<file path="src/rtl/trip_pkg.sv">
// rtl/trip_pkg.sv - shared cause-bit indices and state encoding for the trip detector
package trip_pkg;

   localparam int CAUSE_W    = 4;
   localparam int CAUSE_OC   = 0;
   localparam int CAUSE_OV   = 1;
   localparam int CAUSE_UV   = 2;
   localparam int CAUSE_WDOG = 3;

   localparam logic [1:0] ST_IDLE    = 2'd0;
   localparam logic [1:0] ST_ARMED   = 2'd1;
   localparam logic [1:0] ST_TRIPPED = 2'd2;

   typedef logic [CAUSE_W-1:0] cause_t;

endpackage

</file>
<file path="src/rtl/trip_detect_if.sv">
// rtl/trip_detect_if.sv - ADC sample stream in, latched trip status out
interface trip_detect_if #(
   parameter int DATA_W = 12,
   parameter int N_CH   = 3,
   parameter int CH_W   = 2
);

   logic                     sample_valid;
   logic [N_CH*DATA_W-1:0]   ch_mag;
   logic [DATA_W-1:0]        vbus;
   logic                     trip_src;
   logic [3:0]               trip_cause;
   logic [CH_W-1:0]          trip_ch;
   logic [7:0]               trip_count;

   modport master (
      output sample_valid, ch_mag, vbus,
      input  trip_src, trip_cause, trip_ch, trip_count
   );

   modport slave (
      input  sample_valid, ch_mag, vbus,
      output trip_src, trip_cause, trip_ch, trip_count
   );

endinterface

</file>
<file path="src/rtl/trip_qual.sv">
// rtl/trip_qual.sv - saturating consecutive-sample counter; hit when it reaches qual_n on a strobe
module trip_qual #(
   parameter int QUAL_W = 4
) (
   input  logic              clk,
   input  logic              rst_n,
   input  logic              clr,
   input  logic              valid,
   input  logic              cond,
   input  logic [QUAL_W-1:0] qual_n,
   output logic              hit
);

   logic [QUAL_W-1:0] cnt_q, cnt_d;
   logic [QUAL_W-1:0] qn_eff;

   assign qn_eff = (qual_n == '0) ? QUAL_W'(1) : qual_n;

   always_comb begin
      cnt_d = cnt_q;
      hit   = 1'b0;
      if (clr) begin
         cnt_d = '0;
      end else if (valid) begin
         if (cond) begin
            // qual_n may shrink below the running count; clamp rather than wrap
            cnt_d = (cnt_q >= qn_eff) ? qn_eff : cnt_q + QUAL_W'(1);
            hit   = (cnt_d == qn_eff);
         end else begin
            cnt_d = '0;
         end
      end
   end

   always_ff @(posedge clk or negedge rst_n) begin
      if (!rst_n) begin
         cnt_q <= '0;
      end else begin
         cnt_q <= cnt_d;
      end
   end

endmodule

</file>
<file path="src/rtl/trip_detect.sv">
// rtl/trip_detect.sv - OC/OV/UV fault qualifier with latched trip and cause code
// Optional sample-loss watchdog enabled by defining TRIP_WDOG_EN.
module trip_detect
   import trip_pkg::*;
#(
   parameter int DATA_W    = 12,
   parameter int N_CH      = 3,
   parameter int QUAL_W    = 4,
   parameter int WD_CYCLES = 1000
) (
   input  logic              clk_ctrl,
   input  logic              rst_ctrl_n,
   input  logic              det_en,
   input  logic              uv_arm,
   input  logic [DATA_W-1:0] thr_oc,
   input  logic [DATA_W-1:0] thr_ov,
   input  logic [DATA_W-1:0] thr_uv,
   input  logic [QUAL_W-1:0] qual_n,
   input  logic              sw_clear_fault,
   trip_detect_if.slave      sbus
);

   localparam int CH_W = (N_CH > 1) ? $clog2(N_CH) : 1;

   logic [1:0]      state_q, state_d;
   logic            trip_src_q, trip_src_d;
   cause_t          trip_cause_q, trip_cause_d;
   logic [CH_W-1:0] trip_ch_q, trip_ch_d;
   logic [7:0]      trip_count_q, trip_count_d;

   logic            armed;
   logic            qual_clr;
   logic [N_CH-1:0] oc_hit;
   logic            ov_hit, uv_hit, wd_hit;
   cause_t          new_cause;
   logic [CH_W-1:0] low_ch;

   assign armed    = (state_q == ST_ARMED);
   // A clear on the same strobe as a qualifying sample suppresses the hit
   assign qual_clr = ~armed | sw_clear_fault;

   for (genvar k = 0; k < N_CH; k++) begin : g_oc
      trip_qual #(.QUAL_W(QUAL_W)) u_qual_oc (
         .clk    (clk_ctrl),
         .rst_n  (rst_ctrl_n),
         .clr    (qual_clr),
         .valid  (sbus.sample_valid),
         .cond   (sbus.ch_mag[k*DATA_W +: DATA_W] > thr_oc),
         .qual_n (qual_n),
         .hit    (oc_hit[k])
      );
   end

   trip_qual #(.QUAL_W(QUAL_W)) u_qual_ov (
      .clk    (clk_ctrl),
      .rst_n  (rst_ctrl_n),
      .clr    (qual_clr),
      .valid  (sbus.sample_valid),
      .cond   (sbus.vbus > thr_ov),
      .qual_n (qual_n),
      .hit    (ov_hit)
   );

   trip_qual #(.QUAL_W(QUAL_W)) u_qual_uv (
      .clk    (clk_ctrl),
      .rst_n  (rst_ctrl_n),
      .clr    (qual_clr | ~uv_arm),
      .valid  (sbus.sample_valid),
      .cond   (uv_arm & (sbus.vbus < thr_uv)),
      .qual_n (qual_n),
      .hit    (uv_hit)
   );

`ifdef TRIP_WDOG_EN
   localparam int WD_W = $clog2(WD_CYCLES + 1);

   logic [WD_W-1:0] wd_cnt_q, wd_cnt_d;

   always_comb begin
      wd_cnt_d = wd_cnt_q;
      wd_hit   = 1'b0;
      if (!armed || sbus.sample_valid || sw_clear_fault) begin
         wd_cnt_d = '0;
      end else if (wd_cnt_q == WD_W'(WD_CYCLES - 1)) begin
         wd_hit   = 1'b1;
         wd_cnt_d = '0;
      end else begin
         wd_cnt_d = wd_cnt_q + WD_W'(1);
      end
   end

   always_ff @(posedge clk_ctrl or negedge rst_ctrl_n) begin
      if (!rst_ctrl_n) begin
         wd_cnt_q <= '0;
      end else begin
         wd_cnt_q <= wd_cnt_d;
      end
   end
`else
   assign wd_hit = 1'b0;
`endif

   always_comb begin
      new_cause             = '0;
      new_cause[CAUSE_OC]   = |oc_hit;
      new_cause[CAUSE_OV]   = ov_hit;
      new_cause[CAUSE_UV]   = uv_hit;
      new_cause[CAUSE_WDOG] = wd_hit;
   end

   always_comb begin
      low_ch = '0;
      for (int k = N_CH - 1; k >= 0; k--) begin
         if (oc_hit[k]) begin
            low_ch = CH_W'(k);
         end
      end
   end

   always_comb begin
      state_d      = state_q;
      trip_src_d   = trip_src_q;
      trip_cause_d = trip_cause_q;
      trip_ch_d    = trip_ch_q;
      trip_count_d = trip_count_q;
      case (state_q)
         ST_IDLE: begin
            if (det_en) begin
               state_d = ST_ARMED;
            end
         end
         ST_ARMED: begin
            // A qualifying fault takes priority over a simultaneous disable
            if (new_cause != '0) begin
               state_d      = ST_TRIPPED;
               trip_src_d   = 1'b1;
               trip_cause_d = new_cause;
               trip_ch_d    = low_ch;
               if (trip_count_q != 8'hFF) begin
                  trip_count_d = trip_count_q + 8'd1;
               end
            end else if (!det_en) begin
               state_d = ST_IDLE;
            end
         end
         ST_TRIPPED: begin
            if (sw_clear_fault) begin
               state_d      = det_en ? ST_ARMED : ST_IDLE;
               trip_src_d   = 1'b0;
               trip_cause_d = '0;
               trip_ch_d    = '0;
            end
         end
         default: begin
            state_d = ST_IDLE;
         end
      endcase
   end

   always_ff @(posedge clk_ctrl or negedge rst_ctrl_n) begin
      if (!rst_ctrl_n) begin
         state_q      <= ST_IDLE;
         trip_src_q   <= 1'b0;
         trip_cause_q <= '0;
         trip_ch_q    <= '0;
         trip_count_q <= '0;
      end else begin
         state_q      <= state_d;
         trip_src_q   <= trip_src_d;
         trip_cause_q <= trip_cause_d;
         trip_ch_q    <= trip_ch_d;
         trip_count_q <= trip_count_d;
      end
   end

   assign sbus.trip_src   = trip_src_q;
   assign sbus.trip_cause = trip_cause_q;
   assign sbus.trip_ch    = trip_ch_q;
   assign sbus.trip_count = trip_count_q;

endmodule

</file>
<file path="src/flat_wrapper.sv">
// flat-port wrapper written by rule: the top's interface ports become plain ports
module trip_detect_flat import trip_pkg::*;
#(
   parameter int DATA_W    = 12,
   parameter int N_CH      = 3,
   parameter int QUAL_W    = 4,
   parameter int WD_CYCLES = 1000
)
  (clk_ctrl, rst_ctrl_n, det_en, uv_arm, thr_oc, thr_ov, thr_uv, qual_n, sw_clear_fault, sbus_sample_valid, sbus_ch_mag, sbus_vbus, sbus_trip_src, sbus_trip_cause, sbus_trip_ch, sbus_trip_count);
  trip_detect_if #(.DATA_W(DATA_W), .N_CH(N_CH), .CH_W(2)) sbus_i ();
  input  logic clk_ctrl;
  input  logic rst_ctrl_n;
  input  logic det_en;
  input  logic uv_arm;
  input  logic [DATA_W-1:0] thr_oc;
  input  logic [DATA_W-1:0] thr_ov;
  input  logic [DATA_W-1:0] thr_uv;
  input  logic [QUAL_W-1:0] qual_n;
  input  logic sw_clear_fault;
  input wire logic [$bits(sbus_i.sample_valid)-1:0] sbus_sample_valid;
  input wire logic [$bits(sbus_i.ch_mag)-1:0] sbus_ch_mag;
  input wire logic [$bits(sbus_i.vbus)-1:0] sbus_vbus;
  output wire logic [$bits(sbus_i.trip_src)-1:0] sbus_trip_src;
  output wire logic [$bits(sbus_i.trip_cause)-1:0] sbus_trip_cause;
  output wire logic [$bits(sbus_i.trip_ch)-1:0] sbus_trip_ch;
  output wire logic [$bits(sbus_i.trip_count)-1:0] sbus_trip_count;
  assign sbus_i.sample_valid = sbus_sample_valid;
  assign sbus_i.ch_mag = sbus_ch_mag;
  assign sbus_i.vbus = sbus_vbus;
  assign sbus_trip_src = sbus_i.trip_src;
  assign sbus_trip_cause = sbus_i.trip_cause;
  assign sbus_trip_ch = sbus_i.trip_ch;
  assign sbus_trip_count = sbus_i.trip_count;
  trip_detect #(.DATA_W(DATA_W), .N_CH(N_CH), .QUAL_W(QUAL_W), .WD_CYCLES(WD_CYCLES)) u_core (.clk_ctrl(clk_ctrl), .rst_ctrl_n(rst_ctrl_n), .det_en(det_en), .uv_arm(uv_arm), .thr_oc(thr_oc), .thr_ov(thr_ov), .thr_uv(thr_uv), .qual_n(qual_n), .sw_clear_fault(sw_clear_fault), .sbus(sbus_i));
endmodule
</file>
<file path="config.mk">
export PLATFORM = sky130hd
export DESIGN_NAME = trip_detect_flat
export DESIGN_NICKNAME = d
export VERILOG_FILES = /design/src/rtl/trip_pkg.sv /design/src/rtl/trip_detect_if.sv /design/src/rtl/trip_qual.sv /design/src/rtl/trip_detect.sv /design/src/flat_wrapper.sv
export SDC_FILE = /design/constraint.sdc
export NUM_CORES = 1
export LEC_CHECK = 0
export BUFFER_PORTS_ARGS = -buffer_cell sky130_fd_sc_hd__clkbuf_2
export CAP_MARGIN = 20
export CELL_PAD_IN_SITES_DETAIL_PLACEMENT = 0
export CELL_PAD_IN_SITES_GLOBAL_PLACEMENT = 1
export CORE_MARGIN = 4
export CORE_UTILIZATION = 40
export CTS_BUF_LIST = sky130_fd_sc_hd__clkbuf_8
export CTS_CLUSTER_DIAMETER = 100
export DETAILED_ROUTE_END_ITERATION = 8
export PLACE_DENSITY_LB_ADDON = 0.3
export SLEW_MARGIN = 10
export SYNTH_ARGS = -nofsm -noshare
export SYNTH_HDL_FRONTEND = slang
export SYNTH_HIERARCHICAL = 1
export SYNTH_SLANG_ARGS = --single-unit
export TNS_END_PERCENT = 50
</file>
<file path="constraint.sdc">
create_clock -name clk_ctrl -period 6.05 [get_ports clk_ctrl]
set_input_delay 0.605 -clock clk_ctrl [delete_from_list [all_inputs] [get_ports clk_ctrl]]
set_output_delay 0.605 -clock clk_ctrl [all_outputs]
set_load 0.01 [all_outputs]
</file>
# ---- Word level (Yosys, flattened, before mapping)
# Cells that the tools add are included.
# W data, S select, Z words.
dict set report op_classes {
  mux 54
  n_reduce_logical 10
  order_cmp 10
  eq_ne 12
  add_sub_neg 6
  bitwise_logic 5
}
# op count
set ops {}
lappend ops {{$mux W4} 23}
lappend ops {{$gt A12 B12 Y1} 4}
lappend ops {{$add A4 B1 Y4 const B} 5}
lappend ops {{$eq A4 B4 Y1} 5}
lappend ops {{$ge A4 B4 Y1} 5}
lappend ops {{$mux W1} 18}
lappend ops {{$mux W2} 9}
lappend ops {{$lt A12 B12 Y1} 1}
lappend ops {{$reduce_and A3 Y1} 3}
lappend ops {{$add A8 B1 Y8 const B} 1}
lappend ops {{$ne A8 B8 Y1 const B} 1}
lappend ops {{$pmux W4 S2} 1}
lappend ops {{$ne A2 B2 Y1 const B} 3}
lappend ops {{$pmux W2 S3} 1}
lappend ops {{$reduce_bool A2 Y1} 3}
lappend ops {{$logic_not A4 Y1} 1}
lappend ops {{$pmux W2 S2} 1}
lappend ops {{$reduce_bool A4 Y1} 1}
lappend ops {{$ne A3 B3 Y1 const B} 1}
lappend ops {{$reduce_or A3 Y1} 1}
lappend ops {{$eq A2 B1 Y1 const B} 1}
lappend ops {{$eq A2 B2 Y1 const B} 1}
lappend ops {{$logic_not A2 Y1} 1}
lappend ops {{$not A1 Y1} 2}
lappend ops {{other kinds (3)} 4}
dict set report totals {
  output_inout_bits 15
  elab_cells 107
  regBits 37
}

# ---- Logic depth before layout (Yosys ltp)
# Gate-level depths: netlist of the first run.
dict set report depth {
  depth_word 13
  depth_mapped 16
  depth_no_buf 15
}

# ---- By module
# The synthesis of the first run kept the hierarchy.
# mod instances area_each_um2 cells_per_inst
set by_module_without_submodules {}
lappend by_module_without_submodules {trip_qual 5 444.2 54}
lappend by_module_without_submodules {trip_detect 1 2120.8 242}

# ---- Worst setup path before layout of the first run
# OpenSTA, ideal clock, no wires.
dict set report synth_timing {
  path_kind {input to register}
  startpoint {in thr_oc[1]}
  endpoint {reg u_core.trip_count_q[6], in the netlist u_core/sbus.trip_count[6]}
  slack_ns 2.719
  arrival_time_ns 3.205
  path_buffers 1
  stages 16
  setup_time_ns 0.126
  cell_sequence {inv_1 > ha_1 > nor2b_1 > o211ai_1 > a211oi_1 > a2111oi_0 > nor2_1 > nand2_1 > or2_2 > clkbuf_1 > a21oi_1 > or3_4 > o31ai_4 > a31oi_4 > and4_4 > xor2_1}
}
dict set report synth_between {
  elab_chain_cells 7
}
# item line
set synth_rtl {}
lappend synth_rtl {{start, declared} flat_wrapper.sv:15} ;# input logic [DATA_W-1:0] thr_oc;
lappend synth_rtl {{$gt A12 B12 Y1} trip_detect.sv:48} ;# .cond (sbus.ch_mag[k*DATA_W +: DATA_W] > thr_oc),
lappend synth_rtl {{$mux W1} trip_qual.sv:25} ;# if (cond) begin
lappend synth_rtl {{$mux W1} trip_qual.sv:24} ;# end else if (valid) begin
lappend synth_rtl {{$mux W1} trip_qual.sv:22} ;# if (clr) begin
lappend synth_rtl {{via u_core.oc_hit[0]} trip_detect.sv:33} ;# logic [N_CH-1:0] oc_hit;
lappend synth_rtl {{$reduce_or A3 Y1} trip_detect.sv:105} ;# new_cause[CAUSE_OC] = |oc_hit;
lappend synth_rtl {{$reduce_bool A4 Y1} trip_detect.sv:134} ;# if (new_cause != '0) begin
lappend synth_rtl {{$reduce_and A3 Y1 (no line)} -}
lappend synth_rtl {{end signal, assigned} trip_detect.sv:172} ;# trip_count_q <= trip_count_d;
lappend synth_rtl {{end, declared} trip_detect.sv:29} ;# logic [7:0] trip_count_q, trip_count_d;
# The timed path passes the listed nets, and every way through them passes these cells.
# A chain may end at the register's enable or synchronous reset.

# ---- Final worst setup path of the first run
dict set report layout_timing {
  startpoint {in qual_n[1]}
  endpoint {reg u_core.trip_count_q[6], in the netlist u_core/sbus.trip_count[6]}
}
dict set report layout_between {
  elab_chain_cells 11
}
# item line
set layout_rtl {}
lappend layout_rtl {{start, declared} flat_wrapper.sv:18} ;# input logic [QUAL_W-1:0] qual_n;
lappend layout_rtl {{$logic_not A4 Y1} trip_qual.sv:17} ;# assign qn_eff = (qual_n == '0) ? QUAL_W'(1) : qual_n;
lappend layout_rtl {{$mux W4 (*)} trip_qual.sv:17}
lappend layout_rtl {{$ge A4 B4 Y1} trip_qual.sv:27} ;# cnt_d = (cnt_q >= qn_eff) ? qn_eff : cnt_q + QUAL_W'(1);
lappend layout_rtl {{$mux W4} trip_qual.sv:27}
lappend layout_rtl {{$eq A4 B4 Y1 (*)} trip_qual.sv:28} ;# hit = (cnt_d == qn_eff);
lappend layout_rtl {{$mux W1 (*)} trip_qual.sv:25}
lappend layout_rtl {{$mux W1 (*)} trip_qual.sv:24}
lappend layout_rtl {{$mux W1 (*)} trip_qual.sv:22}
lappend layout_rtl {{via u_core.oc_hit[0]} trip_detect.sv:33}
lappend layout_rtl {{$reduce_or A3 Y1 (*)} trip_detect.sv:105}
lappend layout_rtl {{$reduce_bool A4 Y1 (*)} trip_detect.sv:134}
lappend layout_rtl {{$reduce_and A3 Y1 (no line) (*)} -}
# The timed path passes the listed nets; every way through them passes the cells marked *.

==> impl_metrics.py, run 1 <==
metrics = {
    "setup_path": {
        "ff2ff_path_depth": 8,
        "worst_ep_arrival_time_ns": 3.49,
        "critPathKind": "input pin to flip-flop",
        "r2r-start": "u_core/state_q[1]$_DFFE_PN0P_",
        "rrSetupSlack_ns": 3.12,
        "required_ns": 6.23,
        "crit_start": "qual_n[1]",
        "critPathMaxFanout": 20,
        "r2r-end": "u_core/sbus.trip_count[6]$_DFFE_PN0P_",
        "cp-start-kind": "input pin",
        "crit_path_end": "u_core/sbus.trip_count[6]$_DFFE_PN0P_",
        "endpoint_kind": "flip-flop",
    },
    "grt": {
        "gr-usage-all-layers_pct": 16.3,
        "grt_pass1_wl_mm": 17.5,
        "grt_pass1_vias": 3927,
        "overflow": 0,
        "grt_antenna_before_repair": 0,
        "grt_max_degree": 37,
    },
    "cts": {
        "clk_pin_slew_ns": 0.08,
        "h-tree-depth": 2,
        "cts_inserted_buffers": 5,
        "clk_latency_ns": 0.29,
        "cts_root_buf": "clkbuf_8",
        "clock_sink_count": 36,
        "ctsResizeCount": 0,
        "cts_tree": "done",
        "postCtsSetupRepairBufs": 0,
        "cts_hold_buf": 0,
        "clockBufferDepth": 2,
    },
    "sta": {
        "fmax_ghz": 0.302,
        "finalSetupViolations": 0,
        "layout_setup_ws_ns": 2.73,
        "tns_ns": 0,
        "clock_skew_ns": 0.00421,
        "maxSlewHeadroom_pct": 34.8,
        "hold_ws_ns": 0.461,
        "final_hold_viol_count": 0,
        "fin_crit_ns": 3.32,
        "slew_viol_final": 0,
        "rsz0062_at_grt": "false",
        "fin_crit_sh_pct": 54.8,
        "worst_pin_slew_ns": 0.977,
    },
    "floorplanning": {
        "chipWidth_um": 112,
        "core-area_um2": 10500,
        "die_h_um": 112,
        "rows": 37,
        "io_pins": 109,
        "die-area_um2": 12600,
        "initial_core_util_pct": 41.5,
    },
    "synth": {
        "yosys_warnings": 6,
        "syn-num-nets": 691,
        "synth_cells": 512,
        "synth_seq_area_share_pct": 20.7,
        "synth_area_per_cell_um2": 8.48,
        "async_flop_share_pct": 100,
        "synth.ff_latch_count": 36,
        "synth-edff-count": 0,
        "synth_area_um2": 4340,
        "synthFlopType": "dfrtp_1",
        "synth_cell_types": 47,
    },
    "detailed_routing": {
        "vias": 3956,
        "drc": 0,
        "drt_iter0_markers": 202,
        "wl_mm": 10.3,
        "post_drt_via_cell_ratio": 5.26,
        "ant_nets": 0,
        "wl_per_cell_um": 13.7,
        "dr.pass1.iters": 5,
    },
    "cells_and_area": {
        "drive_above_1_share_pct": 22.2,
        "final_common_cell": "clkbuf_2",
        "layout_common_cells": "clkbuf_2, ha_1, inv_1",
        "num-fill-cells": 1032,
        "antenna_cells": 0,
        "layout.nets": 794,
        "area_growth_syn_to_layout_pct": 16.9,
    },
    "placed_design": {
        "place_ws_ns": 2.40,
        "io_buffers": 107,
        "hpwlAfterDp_mm": 8.37,
        "globalplace.congestion": 0.822,
    },
    "pwr": {
        "peakVddDrop_mv": 0.0773,
        "power_density_nw_per_um2": 139,
        "power_w": 0.000707,
        "leakage_nw": 2.76,
    },
    "worst_hold_path": {
        "hold_class": "input pin to asynchronous set/reset pin",
    },
    "run_status": {
        "outcome": "completed",
    },
    "flow_run": {
        "timing.max_cap.violations": 0,
    },
}
[logic make-up (layout without fill, tap and decap cells)]
| logic type | Yosys count | in the layout | share of synthesized area, % |
|---|---|---|---|
| compound gates | 113 | 113 | 18.0 |
| xor+xnor | 37 | 37 | 7.46 |
| fa+ha+maj | 85 | 85 | 24.5 |
| buf+inv | 79 | 183 | 7.78 |
| flops | 36 | 36 | 20.7 |
| mux | 16 | 16 | 4.29 |
| other cells | 1 | 1 | 0.0864 |
| simple gates | 145 | 145 | 17.2 |
[final cells by class]
| cell class | instances | area (um^2) | share of cell area, % |
|---|---|---|---|
| multi-input combinational | 397 | 3100 | 61.1 |
| sequential | 36 | 901 | 17.7 |
| timing repair buffer | 107 | 536 | 10.5 |
| inverter | 68 | 255 | 5.03 |
| tap | 136 | 170 | 3.35 |
| clock buffer | 5 | 68.8 | 1.36 |
| clock inverter | 3 | 42.5 | 0.838 |
[metrics by stage]
step                      util (%)  instance area (um^2)  instances
after floorplan                  -                  4340        512
after global placement        47.5                  4960        744
after detailed placement      47.5                  4960        744
after CTS                     48.5                  5080        752
after global routing          48.5                  5080        752
final                         48.5                  5080        752
[power breakdown]
part / switching (W) / internal (W) / total (W) / leakage (nW)
clock: 0.0000959 / 0.000122 / 0.000218 / 0.0541
sequential: 0.0000143 / 0.000253 / 0.000268 / 0.490
combinational: 0.000117 / 0.000104 / 0.000221 / 2.21
[flip-flops by register name, summed over array words and instances (netlist names)]
signal and cells:
u_core/sbus.trip_count 8, u_core/sbus.trip_src 1, u_core/g_oc.u_qual_oc/cnt_q 12, u_core/u_qual_ov/cnt_q 4, u_core/sbus.trip_ch 2, u_core/sbus.trip_cause 3, u_core/state_q 2, u_core/u_qual_uv/cnt_q 4
[critical path, stage by stage]
cell	delay (ns)
clkbuf_2	0.39
inv_1	0.13
a31o_2	0.27
ha_1	0.27
o21ai_0	0.17
a211o_1	0.33
a21oi_1	0.16
or3_4	0.44
o31ai_4	0.26
a31oi_4	0.10
and4_4	0.23
xor2_1	0.14
[Yosys cell counts, drive strengths merged, types with 12 or more instances]
master / instances / area share, %
inv: 68 / 5.9
ha: 85 / 24
nand4: 14 / 2.0
xnor2: 25 / 5.0
a21oi: 30 / 3.5
nor3: 19 / 2.2
xor2: 12 / 2.4
nor2: 25 / 2.2
dfrtp: 36 / 21
nand2: 27 / 2.3
nand3: 24 / 2.8
o21ai: 22 / 2.5
[worst min path at each step]
stage / start / to / slack, ns
floorplan: rst_ctrl_n / u_core/g_oc[0].u_qual_oc/cnt_q[0]$_DFFE_PN0P_ / 0.31
global placement: u_core/sbus.trip_ch[1]$_DFFE_PN0P_ / u_core/sbus.trip_ch[1]$_DFFE_PN0P_ / 0.48
detailed placement: u_core/sbus.trip_src$_DFFE_PN0P_ / u_core/sbus.trip_src$_DFFE_PN0P_ / 0.49
CTS: rst_ctrl_n / u_core/g_oc[2].u_qual_oc/cnt_q[0]$_DFFE_PN0P_ / 0.48
global route: det_en / u_core/state_q[0]$_DFFE_PN0P_ / 0.51
finish: rst_ctrl_n / u_core/g_oc[2].u_qual_oc/cnt_q[0]$_DFFE_PN0P_ / 0.46
[metal layers]
layer  up-vias  part of all wire (%)  track usage (%)
met1      1799                    47             21.6
met4         0                   1.0             4.17
met3         9                   5.5             3.02
met5         -                     0                0
li1       2038                     -                -
met2       110                    46             27.3
Power figures use the tool's default switching activity.
==> inputs of run 2 (changes only) <==
--- a/config.mk
+++ b/config.mk
@@ -10,7 +10,7 @@
 export CELL_PAD_IN_SITES_DETAIL_PLACEMENT = 0
 export CELL_PAD_IN_SITES_GLOBAL_PLACEMENT = 1
 export CORE_MARGIN = 4
-export CORE_UTILIZATION = 40
+export CORE_UTILIZATION = 37
 export CTS_BUF_LIST = sky130_fd_sc_hd__clkbuf_8
 export CTS_CLUSTER_DIAMETER = 100
 export DETAILED_ROUTE_END_ITERATION = 8
==> constraint.sdc (replaced) <==
create_clock -name clk_ctrl -period 2.7 [get_ports clk_ctrl]
set_input_delay 0.27 -clock clk_ctrl [delete_from_list [all_inputs] [get_ports clk_ctrl]]
set_output_delay 0.27 -clock clk_ctrl [all_outputs]
set_load 0.01 [all_outputs]
==> impl_metrics.py, run 2 (synthesis results as in run 1) <==
metrics = {
    "run_status": {
        "outcome": "complete, but fails checks",
        "violations": "negative setup slack",
    },
    "grt": {
        "overflow": 0,
        "grt_max_degree": 37,
        "gr-usage-all-layers_pct": 17.4,
        "grt_pass1_wl_mm": 19.4,
        "grt_antenna_before_repair": 0,
        "grt_pass1_vias": 4380,
    },
    "cells_and_area": {
        "layout_common_cells": "clkbuf_2, ha_1, inv_1, buf_4, dfrtp_1",
        "layout.nets": 860,
        "largest_reg_flops": 12,
        "regMostFlops": "u_core/g_oc.u_qual_oc/cnt_q",
        "final_common_cell": "clkbuf_2",
        "area_growth_syn_to_layout_pct": 34.8,
        "antenna_cells": 0,
        "instances_no_fill": 825,
        "drive_above_1_share_pct": 34.6,
    },
    "pwr": {
        "power_density_nw_per_um2": 292,
        "peakVddDrop_mv": 0.206,
        "power_w": 0.00171,
        "leakage_nw": 3.12,
    },
    "cts": {
        "clock_sink_count": 36,
        "cts_root_buf": "clkbuf_8",
        "h-tree-depth": 2,
        "cts_inserted_buffers": 5,
        "cts_hold_buf": 0,
        "clockBufferDepth": 2,
        "clk_latency_ns": 0.29,
        "cts_tree": "done",
        "clk_pin_slew_ns": 0.08,
    },
    "detailed_routing": {
        "dr.pass1.iters": 6,
        "ant_nets": 0,
        "drt_iter0_markers": 176,
        "vias": 4246,
        "wl_mm": 11.6,
        "wl_per_cell_um": 14.0,
        "drc": 0,
        "post_drt_via_cell_ratio": 5.15,
    },
    "setup_path": {
        "crit_path_cell_trace": "buf_6 -> clkinvlp_4 -> ha_4 -> nand4_1 -> buf_4 -> nor3_4 -> nor2_1 -> nand2_1 -> or2_4 -> a21oi_2 -> or3_4 -> o31ai_4 -> a31oi_4 -> mux2_4",
        "required_ns": 2.88,
        "critPathMaxFanout": 8,
        "worst_ep_arrival_time_ns": 2.92,
        "cp_slowest_stage_delay_ns": 0.40,
        "ff2ff_path_depth": 9,
        "cp-start-kind": "input pin",
        "r2r-start": "u_core/g_oc[2].u_qual_oc/cnt_q[0]$_DFFE_PN0P_",
        "r2r-end": "u_core/sbus.trip_count[1]$_DFFE_PN0P_",
        "critPathKind": "input pin to flip-flop",
        "cp_slowest_cell": "or3_4",
        "endpoint_kind": "flip-flop",
        "rrSetupSlack_ns": 0.10,
    },
    "floorplanning": {
        "io_pins": 109,
        "chipWidth_um": 116,
        "die_h_um": 116,
        "die-area_um2": 13500,
        "initial_core_util_pct": 37.9,
        "core-area_um2": 11500,
        "rows": 39,
    },
    "sta": {
        "fmax_ghz": 0.365,
        "rsz0062_at_grt": "true",
        "slew_viol_final": 0,
        "maxSlewHeadroom_pct": 36.7,
        "layout_setup_ws_ns": -0.0361,
        "worst_pin_slew_ns": 0.949,
        "final_hold_viol_count": 0,
        "fin_crit_sh_pct": 101,
        "finalSetupViolations": 3,
        "fin_crit_ns": 2.74,
        "clock_skew_ns": 0.00468,
    },
    "flow_run": {
        "timing.max_cap.violations": 0,
    },
    "placed_design": {
        "hpwlAfterDp_mm": 9.65,
        "io_buffers": 107,
        "globalplace.congestion": 0.842,
        "placed_cells": 812,
    },
    "worst_hold_path": {
        "hold_class": "input pin to asynchronous set/reset pin",
    },
}
==> run 2: worst max path at each step <==
stage                                            endpoint  slack (ns)  cells after the start        from
finish              u_core/sbus.trip_count[1]$_DFFE_PN0P_       -0.04                     14  thr_oc[10]
floorplan           u_core/sbus.trip_count[1]$_DFFE_PN0P_       -0.06                     14  thr_oc[10]
global placement    u_core/sbus.trip_count[6]$_DFFE_PN0P_       -0.38                     15  thr_oc[10]
detailed placement     u_core/sbus.trip_ch[0]$_DFFE_PN0P_       -0.41                     14  thr_oc[10]
CTS                 u_core/sbus.trip_count[6]$_DFFE_PN0P_      0.0002                     15  thr_oc[10]
global route        u_core/sbus.trip_count[1]$_DFFE_PN0P_       -0.17                     15   thr_oc[1]
==> run 2: per-stage QoR <==
step	util (%)	setup slack (ns)	setup TNS, ns	hold slack, ns	instance area, um^2
detailed placement	48.9	-0.409	-5.42	0.477	5600
finish	51.0	-0.0361	-0.0701	0.114	5850
floorplan	-	-0.0572	-0.108	-0.0256	4530
CTS	50.2	0.000152	0	0.145	5760
global route	51.0	-0.175	-1.31	0.196	5850
global placement	48.9	-0.378	-4.97	0.457	5600
==> run 2: timing repair <==
action                     CTS  global route
pin swaps                    5            22
resized for setup            7            18
setup endpoints to repair   12            15
setup buffers                2             3
==> run 2: cell type report <==
cell class              instances  area [um^2]
fillers                      1079         5620
multi-input cells             397         3340
repair buffers                173         1060
flip-flops and latches         36          901
inverters                      68          262
well taps                     143          179
clock buffers                   5         68.8
clock inverters                 3         42.5
==> run 2: routing by layer <==
metal,global-route usage (%),share of wire (%),vias to the layer above
met5,0,0,-
met4,4.49,1.2,0
met3,2.54,4.3,10
met2,30.2,47,100
met1,22.8,47,1957
li1,-,-,2179
==> run 2: critical path: cells and delay by family <==
kind            cells  cell delay (ns)
compound gates      3             0.49
buf+inv             3             0.44
simple gates        6             1.08
mux                 1             0.32
fa+ha+maj           1             0.31
==> run 2: report_power, final <==
| part | total [W] | internal (W) | switching (W) |
|---|---|---|---|
| registers | 0.000595 | 0.000568 | 0.0000269 |
| clock network | 0.000488 | 0.000274 | 0.000215 |
| logic | 0.000628 | 0.000322 | 0.000307 |
| total | 0.00171 | 0.00116 | 0.000548 |
==> inputs of run 3 (changes only) <==
--- a/config.mk
+++ b/config.mk
@@ -9,6 +9,7 @@
 export CAP_MARGIN = 20
 export CELL_PAD_IN_SITES_DETAIL_PLACEMENT = 0
 export CELL_PAD_IN_SITES_GLOBAL_PLACEMENT = 1
+export CORE_ASPECT_RATIO = 0.6
 export CORE_MARGIN = 4
 export CORE_UTILIZATION = 37
 export CTS_BUF_LIST = sky130_fd_sc_hd__clkbuf_8
==> impl_metrics.py, run 3 (synthesis results as in run 1) <==
metrics = {
    "cells_and_area": {
        "regMostFlops": "u_core/g_oc.u_qual_oc/cnt_q",
        "largest_reg_flops": 12,
        "final_common_cell": "clkbuf_2",
        "regArea_um2": 902,
        "antenna_cells": 0,
        "area_growth_syn_to_layout_pct": 35.5,
        "drive_above_1_share_pct": 34.6,
        "finish.utilization_pct": 51.7,
        "layout.nets": 869,
        "stdcell_area_um2": 5880,
        "multiInputGateArea_um2": 3310,
        "num-fill-cells": 1094,
        "layout_common_cells": "clkbuf_2, ha_1, buf_4",
    },
    "cts": {
        "cts_inserted_buffers": 5,
        "clock_sink_count": 36,
        "cts_tree": "done",
        "clk_pin_slew_ns": 0.07,
        "cts_root_buf": "clkbuf_8",
        "h-tree-depth": 2,
        "clk_latency_ns": 0.29,
        "clockBufferDepth": 2,
    },
    "setup_path": {
        "crit_path_cell_trace": "buf_8 -> clkinvlp_4 -> ha_4 -> nand4_1 -> buf_4 -> nor3_4 -> nor2_1 -> nand2_1 -> or2_4 -> a21oi_2 -> or3_4 -> o31ai_4 -> a31oi_4 -> and4_4 -> xor2_1",
        "crit_start": "thr_oc[10]",
        "r2r-start": "u_core/g_oc[0].u_qual_oc/cnt_q[0]$_DFFE_PN0P_",
        "critPathMaxFanout": 8,
        "cp_slowest_stage_delay_ns": 0.39,
        "cp-start-kind": "input pin",
        "endpoint_kind": "flip-flop",
        "cp_slowest_cell": "or3_4",
        "crit_buf_inv": 3,
        "required_ns": 2.88,
        "crit_family": "simple AND/OR/NAND/NOR gates",
        "critPathKind": "input pin to flip-flop",
        "worst_ep_arrival_time_ns": 2.90,
    },
    "placed_design": {
        "io_buffers": 107,
        "place_area_um2": 5690,
        "globalplace.congestion": 0.901,
        "hpwlAfterDp_mm": 10.2,
    },
    "floorplanning": {
        "chipWidth_um": 148,
        "io_pins": 109,
        "die_h_um": 91.9,
        "core-area_um2": 11400,
        "rows": 30,
        "initial_core_util_pct": 38.2,
        "die-area_um2": 13600,
    },
    "worst_hold_path": {
        "hp-start": "det_en",
        "hold_class": "input pin to flip-flop",
    },
    "sta": {
        "tns_ns": -0.0154,
        "fmax_ghz": 0.368,
        "fin_crit_ns": 2.72,
        "layout_setup_ws_ns": -0.0154,
        "rsz0062_at_grt": "true",
        "clock_skew_ns": 0.00959,
        "final_hold_viol_count": 0,
        "finalSetupViolations": 1,
        "hold_ws_ns": 0.211,
        "slew_viol_final": 0,
        "fin_crit_sh_pct": 101,
    },
    "grt": {
        "grt_pass1_vias": 4450,
        "gr-usage-all-layers_pct": 18.6,
        "grt_antenna_before_repair": 0,
        "grt_max_degree": 37,
        "overflow": 0,
        "grt_pass1_wl_mm": 21.1,
    },
    "pwr": {
        "leakage_nw": 3.14,
        "power_density_nw_per_um2": 280,
        "peakVddDrop_mv": 0.190,
    },
    "run_status": {
        "outcome": "complete, but fails checks",
        "violations": "negative setup slack",
    },
    "detailed_routing": {
        "wl_per_cell_um": 14.4,
        "post_drt_via_cell_ratio": 4.97,
        "dr.pass1.iters": 4,
        "ant_nets": 0,
        "drc": 0,
        "wl_mm": 12.3,
        "vias": 4233,
        "drt_iter0_markers": 197,
    },
    "flow_run": {
        "timing.max_cap.violations": 0,
    },
}
run 3: cell types whose count changed in the layout (fill, tap and decap cells not counted), sizes merged:
cell         previous run  this run
clkinv                  1         0
bufinv                  1         0
clkbuf                109       112
clkinvlp                2         1
dlygate4sd3             0         1
inv                    67        69
buf                    69        75
run 3: path summary, 6_finish.rpt:
| kind | end | slack [ns] | depth (start not counted) |
|---|---|---|---|
| max | u_core/sbus.trip_count[6]$_DFFE_PN0P_ | -0.02 | 15 |
| min | u_core/state_q[0]$_DFFE_PN0P_ | 0.21 | 2 |
| max reg2reg | u_core/sbus.trip_count[6]$_DFFE_PN0P_ | 0.11 | 10 |
| min reg2reg | u_core/sbus.trip_count[6]$_DFFE_PN0P_ | 0.50 | 1 |
| max in group asynchronous | u_core/u_qual_uv/cnt_q[2]$_DFFE_PN0P_ | 1.88 | 3 |
| min in group asynchronous | u_core/g_oc[1].u_qual_oc/cnt_q[0]$_DFFE_PN0P_ | 0.37 | 2 |
run 3: cell type report:
| type | count | area share [%] |
|---|---|---|
| Clock inverter | 2 | 0.128 |
| Clock buffer | 6 | 1.40 |
| Timing Repair Buffer | 182 | 19.1 |
| Sequential cell | 36 | 15.3 |
| Tap cell | 160 | 3.40 |
| Multi-Input combinational cell | 397 | 56.2 |
| Inverter | 68 | 4.44 |
run 3: worst reg2reg max path, stage by stage (launching register included):
cell and delay (ns):
dfrtp_1 0.48, inv_1 0.11, ha_1 0.29, o21ai_0 0.16
a211o_1 0.20, a21oi_2 0.07, or3_4 0.39, o31ai_4 0.31
a31oi_4 0.10, and4_4 0.23, xor2_1 0.13
run 3: timing repair:
item	in CTS	in global routing
resized for setup	0	17
cloned	0	0
hold buffers	0	1
pin swaps	2	15
setup buffers	1	1
endpoints found under the hold margin	0	7
setup endpoints to repair	4	15
run 3: through the flow:
step                power [W]  instances  setup slack [ns]
global route          0.00178        851            -0.151
CTS                   0.00165        848           0.00612
finish                0.00165        851           -0.0154
floorplan            0.000946        512           -0.0572
detailed placement    0.00123        839            -0.339
global placement      0.00122        839            -0.328
run 3: power by group:
group	internal, W	switching (W)	leakage, nW
combinational	0.000330	0.000316	2.59
clock	0.000201	0.000206	0.0538
sequential	0.000568	0.0000294	0.489
run 3: layer usage:
metal | GRT usage (%) | wire, um | vias up
li1 | - | - | 2193
met1 | 28.5 | 6560 | 1955
met2 | 28.0 | 5100 | 81
met3 | 3.31 | 572 | 4
met4 | 2.00 | 34 | 0
met5 | 0 | 0 | -
